--- config.mk ---
export PLATFORM = sky130hd
export DESIGN_NAME = cpu_control_sequencer
export DESIGN_NICKNAME = d
export VERILOG_FILES = /design/src/rtl/cpu_control_sequencer.sv
export SDC_FILE = /design/constraint.sdc
export NUM_CORES = 1
export LEC_CHECK = 0
export CORE_MARGIN = 2
export CORE_UTILIZATION = 42
export CTS_CLUSTER_SIZE = 14
export DETAILED_ROUTE_END_ITERATION = 8
export PLACE_DENSITY = 0.93
export REMOVE_ABC_BUFFERS = 1
export SYNTH_ARGS = -nofsm -noshare
export SYNTH_HDL_FRONTEND = slang
export SYNTH_SLANG_ARGS = --single-unit
--- constraint.sdc ---
create_clock -name clk -period 6.3 [get_ports clk]
set_clock_uncertainty 0.2 [all_clocks]
set_input_delay 0.945 -clock clk [delete_from_list [all_inputs] [get_ports clk]]
set_output_delay 0.945 -clock clk [all_outputs]
set_load 0.02 [all_outputs]
--- src/rtl/cpu_control_sequencer.sv ---
// cpu_control_sequencer: hardwired fetch/execute control unit with memory handshake
module cpu_control_sequencer (
    input  logic        clk,
    input  logic        clr,
    input  logic        start,
    input  logic [31:0] ir,
    input  logic        mem_ready,
    output logic [15:0] Rin,
    output logic [15:0] Rout,
    output logic        PCout,
    output logic        MARin,
    output logic        IncPC,
    output logic        MDRin,
    output logic        MDRread,
    output logic        MDRout,
    output logic        IRin,
    output logic        Yin,
    output logic        Zin,
    output logic        ZLowSelect,
    output logic        ZHighSelect,
    output logic        ZLOin,
    output logic        ZHIin,
    output logic        ZLOout,
    output logic        ZHIout,
    output logic        HIin,
    output logic        Loin,
    output logic        Cout,
    output logic        PCin,
    output logic        Yout,
    output logic        HIout,
    output logic        Loout,
    output logic        InPortout,
    output logic [4:0]  ALUSelection,
    output logic        mem_read,
    output logic        mem_write,
    output logic        run,
    output logic        illegal
);
    localparam logic [4:0] ALU_ADD = 5'b00011;
    localparam logic [4:0] ALU_AND = 5'b00101;
    localparam logic [4:0] ALU_OR  = 5'b00110;

    typedef enum logic [3:0] {IDLE = 4'd0, F0, F1, F2, E1, E2, E3, E4, E5, E6, HALT} state_t;
    state_t state, state_nxt;

    logic [4:0]  op, alu;
    logic [15:0] ra_oh, rb_oh, rc_oh;
    logic        is_r3, is_imm, is_md, is_neg, is_ld, is_ldi, is_st, is_nop, is_halt;
    logic        r3i, addr, undef, mem_wait;
    logic [2:0]  n_steps;
    logic [3:0]  e_step;
    logic        unused_ir;

    assign op      = ir[31:27];
    assign ra_oh   = 16'd1 << ir[26:23];
    assign rb_oh   = 16'd1 << ir[22:19];
    assign rc_oh   = 16'd1 << ir[18:15];
    assign unused_ir = ^ir[14:0];

    assign is_ld   = op == 5'd0;
    assign is_ldi  = op == 5'd1;
    assign is_st   = op == 5'd2;
    assign is_r3   = op >= 5'd3 && op <= 5'd11;
    assign is_imm  = op >= 5'd12 && op <= 5'd14;
    assign is_md   = op == 5'd15 || op == 5'd16;
    assign is_neg  = op == 5'd17 || op == 5'd18;
    assign is_nop  = op == 5'd24;
    assign is_halt = op == 5'd25;
    assign r3i     = is_r3 || is_imm;
    assign addr    = is_ld || is_ldi || is_st;

    assign n_steps = (r3i || is_ldi) ? 3'd4 : is_md ? 3'd5 : is_neg ? 3'd3 : (is_ld || is_st) ? 3'd6 : 3'd0;
    assign undef   = n_steps == 3'd0 && !is_nop && !is_halt;
    assign alu     = is_imm ? (op == 5'd12 ? ALU_ADD : op == 5'd13 ? ALU_AND : ALU_OR) : addr ? ALU_ADD : op;
    assign e_step  = 4'(state) - 4'd3;
    assign mem_wait = ((state == E5 && is_ld) || (state == E6 && is_st)) && !mem_ready;

    assign run = state != IDLE && state != HALT;
    assign {PCin, Yout, HIout, Loout, InPortout} = '0;

    // State register and sticky illegal-opcode flag
    always_ff @(posedge clk or negedge clr) begin
        if (!clr) begin
            state   <= IDLE;
            illegal <= 1'b0;
        end else begin
            state <= state_nxt;
            if (state == F2 && undef)
                illegal <= 1'b1;
        end
    end

    // Next-state: fetch, opcode dispatch in F2, step through E states until the class's last step
    always_comb begin
        state_nxt = state;
        case (state)
            IDLE:                        if (start) state_nxt = F0;
            F0:                          state_nxt = F1;
            F1:                          if (mem_ready) state_nxt = F2;
            F2:                          state_nxt = is_nop ? F0 : (n_steps == 3'd0) ? HALT : E1;
            HALT:                        state_nxt = HALT;
            E1, E2, E3, E4, E5, E6:      state_nxt = mem_wait ? state : (e_step == {1'b0, n_steps}) ? F0 : state_t'(4'(state) + 4'd1);
            default:                     state_nxt = IDLE;
        endcase
    end

    // Datapath control decode from state and IR
    always_comb begin
        Rin  = '0;
        Rout = '0;
        {PCout, MARin, IncPC, MDRin, MDRread, MDRout, IRin, Yin, Zin, ZLowSelect, ZHighSelect,
         ZLOin, ZHIin, ZLOout, ZHIout, HIin, Loin, Cout, mem_read, mem_write} = '0;
        ALUSelection = (state >= E1 && state <= E6) ? alu : 5'd0;
        case (state)
            F0: {PCout, MARin, IncPC} = 3'b111;
            F1: begin
                mem_read = 1'b1;
                MDRread  = mem_ready;
                MDRin    = mem_ready;
            end
            F2: {MDRout, IRin} = 2'b11;
            E1: begin
                Rout = is_md ? ra_oh : rb_oh;
                Yin  = !is_neg;
                Zin  = is_neg;
            end
            E2: begin
                Rout       = is_r3 ? rc_oh : is_md ? rb_oh : '0;
                Cout       = is_imm || addr;
                Zin        = !is_neg;
                ZLowSelect = is_neg;
                ZLOin      = is_neg;
            end
            E3: begin
                ZLowSelect  = !is_neg;
                ZLOin       = !is_neg;
                ZHighSelect = is_md;
                ZHIin       = is_md;
                ZLOout      = is_neg;
                Rin         = is_neg ? ra_oh : '0;
            end
            E4: begin
                ZLOout = 1'b1;
                Rin    = (r3i || is_ldi) ? ra_oh : '0;
                Loin   = is_md;
                MARin  = is_ld || is_st;
            end
            E5: begin
                ZHIout   = is_md;
                HIin     = is_md;
                mem_read = is_ld;
                MDRread  = is_ld && mem_ready;
                MDRin    = (is_ld && mem_ready) || is_st;
                Rout     = is_st ? ra_oh : '0;
            end
            E6: begin
                MDRout    = is_ld;
                Rin       = is_ld ? ra_oh : '0;
                mem_write = is_st;
            end
            default: ;
        endcase
    end
endmodule

### Word level (Yosys, flattened, before mapping)

Index checks and enable logic that the tools add are counted.

| storage, ports and cells | value |
|---|---|
| bits in registers | 5 |
| input port bits | 36 |

| cells by class | value |
|---|---|
| muxes and demuxes | 41 |
| shift-type cells | 3 |
| add/sub/neg operators | 2 |
| reduce and logical (&&, ||, !) cells | 31 |
| equal/unequal tests | 25 |
| magnitude comparators | 6 |

Operator list:

| operator | count |
|---|---|
| $mux 16 | 7 |
| $pmux 16 s3 | 2 |
| $shl 1x4->16 const A | 3 |
| $eq 5x5->1 const B | 5 |
| $mux 4 | 6 |
| $pmux 4 s6 | 1 |
| $eq 4x3->1 const B | 4 |
| $pmux 1 s2 | 8 |
| $eq 5x4->1 const B | 3 |
| $mux 3 | 5 |
| $mux 5 | 3 |
| $eq 4x4->1 const B | 3 |
| $logic_and 1x1->1 | 11 |
| $le 5x4->1 const B | 2 |
| $logic_or 1x1->1 | 10 |
| $eq 4x2->1 const B | 2 |
| $mux 1 | 8 |
| $ne 2x2->1 const B | 3 |
| $reduce_or 6->1 | 1 |
| $eq 5x1->1 const B | 1 |
| $eq 5x2->1 const B | 1 |
| $ge 5x2->1 const B | 1 |
| $ge 5x4->1 const B | 1 |
| $logic_not 5->1 | 1 |
| 13 further kinds | 16 |

### Longest topological paths before layout

| depth | value |
|---|---|
| depth after elaboration | 10 |
| mapped depth | 8 |
| depth with buffers taken out | 7 |

### Least setup slack after synthesis

No wires, ideal clock.

| timing path | value |
|---|---|
| path kind | input to output |
| from | input ir[30] |
| to | output Rout[12] |
| path slack | 2.454 ns |
| arrival | 2.701 ns |
| path buffers | 1 |
| cell stages on the path | 6 |
| data required time | 5.155 ns |
| path through | or2_2 -> buf_2 -> o32ai_2 -> a22o_1 -> nand4_1 -> o21ai_0 |

| on the way | value |
|---|---|
| cells in the longest elaborated chain, start to end | 5 |
| elaborated cells between the ends (all ways) | 12 |
| those cells by class | order compare (2); eq/ne (3); mux (5); reduce/logical (2) |

RTL lines:

| what | line | RTL |
|---|---|---|
| from (decl) | 6 | `input logic [31:0] ir,` |
| branches (longest 4 deep; another with $ge 5x2->1) | n/a |  |
| $pmux 16 s3 * | 114 | `case (state)` |
| to (decl) | 9 | `output logic [15:0] Rout,` |

Every way passes the cells marked *.

### Worst setup path in the final report

| timing path | value |
|---|---|
| from | input ir[28] |
| to | output Rout[0] |

The elaborated chain is that of the path after synthesis.

==> flow_metrics.tcl <==
set metrics [dict create \
    outcome "complete, no violations" \
    drive_gt1_frac 0.0491 \
    fp.dieArea_um2 4520 \
    drtPass1Iterations 6 \
    max_freq_ghz 0.185 \
    clk_pin_slew_worst_paths_ns 0.04 \
    nets 367 \
    avgRoutedWirePerCell_um 15.6 \
    vias_per_cell 5.96 \
    grt-ovfl-total 0 \
    cts.sinks 5 \
    cts_resized 0 \
    drtAntennaViolNets 0 \
    port_buffers 79 \
    ff_latch_area_um2 125 \
    path_max_fanout 17 \
    hold_path_class "reg2reg" \
    period_share 0.856 \
    p_total_mw 0.642 \
    ctsHoldBuffers 0 \
    ys_warn_count 0 \
    drv_cap 0 \
    avgSynthCellArea_um2 6.34 \
    slowest_stage "clkdlybuf4s50_1" \
    drt_iter0_drc 266 \
    post_cts_buffers 0 \
    grt_setup_unrepaired "false" \
    start_util 0.449 \
    fp.dieH_um 67.2 \
    p_sw_mw 0.334 \
    place.gp.congestion 0.928 \
    required_ns 5.15 \
    end_kind "primary output" \
    slowest_delay_ns 0.88 \
    report.final.slew_viol_count 0 \
    postSynth.asyncResetShare 1.00 \
    critical_path_buf_inv_count 2 \
    multiInputGateArea_um2 1390 \
    ys_seq_area_frac 0.0745 \
    rows 22 \
    leakage_nw 0.849 \
    grt_max_degree 19 \
    synth_cell_types 58 \
    comb_power_share 0.789 \
    synth_area_um2 1680 \
    arrival_ns 4.25 \
    cts_made_buffers 3 \
    layout_commonest_cell "clkdlybuf4s50_1" \
    power_density_nw_per_um2 262 \
    cp_common_cell "clkdlybuf4s50_1" \
    grt_pass1_vias 1973 \
    crit_chain "clkdlybuf4s50_1, nand4_1, o32a_1, mux2i_1, a31oi_1, o21ai_0, clkdlybuf4s50_1" \
    n_fill_cell 357 \
    final_cell_mix "clkdlybuf4s50_1, nor2_1, nand2_1" \
    grt_use_total 0.263 \
    antenna_found_initial 0 \
    tritoncts "yes" \
    setup_viol 0 \
    path_delay_family "buffers and inverters" \
    diodes 0 \
    finalCriticalPeriod_ns 5.39 \
    htreeDepth 1 \
    pin_count 100 \
    clockBufferDepth 2 \
    ir_worst_vdd_mv 0.268 \
    clk_latency_ns 0.23 \
    die_x_um 67.2 \
    num_vias 2229 \
    grt_pass1_wl_mm 9.32 \
    synth-edff-count 0 \
    ys_ff_latch 5 \
    pwr-share-seq 0.115 \
    ys.flop_type "dfrtp_1" \
    worstMarginPinSlew_ns 0.876 \
    holdWs_ns 0.284 \
    path_class "in2out" \
    routed_wl_mm 5.85 \
    relSlewSlack 0.399 \
    finish.instance_area_um2 2450 \
    placed_area_um2 2410 \
    swShare 0.520 \
    clockRootBuffer "clkbuf_8" \
    hold_viol 0 \
    startpoint_type "primary input" \
    internal-power_mw 0.309 \
    area_delta_synth_final_pct 46.1 \
    fin_setup_tns_ns 0 \
    core_um2 3740 \
    drc 0 \
    clockPowerShare 0.096 \
    synthCells 265 \
    dp_hpwl_mm 4.51 \
]
-- through the flow --
step / setup slack [ns] / utilization / cells
floorplan: 2.39 / - / 241
global placement: 1.03 / 0.643 / 370
detailed placement: 1.00 / 0.643 / 370
CTS: 0.994 / 0.655 / 374
global route: 0.705 / 0.655 / 374
finish: 0.906 / 0.655 / 374
-- area by class of cell --
type / count / share of cell area
timing repair buffer: 81 / 0.329
clock buffer: 4 / 0.0184
inverter: 7 / 0.0107
tap: 48 / 0.0245
multi-input combinational: 229 / 0.567
sequential: 5 / 0.0510
-- path summary, 6_finish.rpt --
| kind | start | to | slack, ns | depth (start not counted) |
|---|---|---|---|---|
| worst max-delay path | ir[28] | Rout[0] | 0.91 | 7 |
| worst min-delay path | illegal | illegal | 0.28 | 1 |
| worst max register to register | state[0] | state[1] | 3.52 | 7 |
| worst min register to register | illegal | illegal | 0.28 | 1 |
| max in group asynchronous | clr | state[2] | 4.97 | 1 |
| min in group asynchronous | clr | state[3] | 0.74 | 1 |
-- power by group through the flow --
stage | sequential [mW] | combinational [mW] | clock (mW)
final | 0.0738 | 0.506 | 0.0618
after global routing | 0.0767 | 0.549 | 0.0658
after CTS | 0.0741 | 0.502 | 0.0623
after detailed placement | 0.0739 | 0.498 | 0
after global placement | 0.0732 | 0.493 | 0
after floorplan | 0.0684 | 0.323 | 0
-- registers in the layout, summed over array words and instances, names as in the netlist --
register  count
illegal       1
state         4
-- metal layers --
metal	track usage	routed length, um	up-vias
li1	-	-	1094
met1	0.364	2560	1005
met2	0.428	2700	122
met3	0.0417	522	8
met4	0.0587	67	0
met5	0	0	-
-- cells by family (layout without fill, tap and decap cells) --
| group | Yosys count | after routing | share of synthesized area |
|---|---|---|---|
| buffers and inverters | 35 | 92 | 0.107 |
| other | 1 | 5 | 0.00223 |
| adders and majority gates | 4 | 4 | 0.0298 |
| xor gates and xnor gates | 7 | 7 | 0.0365 |
| muxes | 6 | 6 | 0.0358 |
| AOI/OAI and AO/OA | 77 | 77 | 0.312 |
| DFF | 5 | 5 | 0.0745 |
| and+or+nand+nor | 130 | 130 | 0.402 |
-- Yosys cell counts, types with 3 or more instances --
cell      number  share of area
nor3_1        10          0.030
nand3_1        9          0.027
o21ai_1        4          0.012
nand4_1        5          0.019
or2_2          4          0.015
nor2b_1       11          0.041
or3_1          3          0.011
buf_2          5          0.015
clkbuf_1      12          0.027
dfrtp_1        5          0.075
nor2_1        39          0.087
and3_1         3          0.011
o22ai_1        5          0.019
nand2b_1       7          0.026
mux2i_1        6          0.036
nor4_1         6          0.022
o211ai_1       4          0.018
xnor2_1        6          0.031
and2_1         3          0.011
buf_4          9          0.040
a41oi_1        3          0.016
inv_1          7          0.016
ha_1           4          0.030
o21ai_0       17          0.051
a31oi_1        8          0.030
nand2_1       19          0.042
a21oi_1       10          0.030
-- worst register-to-register path, stage by stage, from the launching register on --
cell and delay, ns:
dfrtp_1 0.47, inv_1 0.14, ha_1 0.44, nor2b_1 0.23
o21ai_0 0.32, nand3_1 0.27, or3b_2 0.50, o21bai_1 0.12
Note: power is estimated with default switching activity, not from simulation.
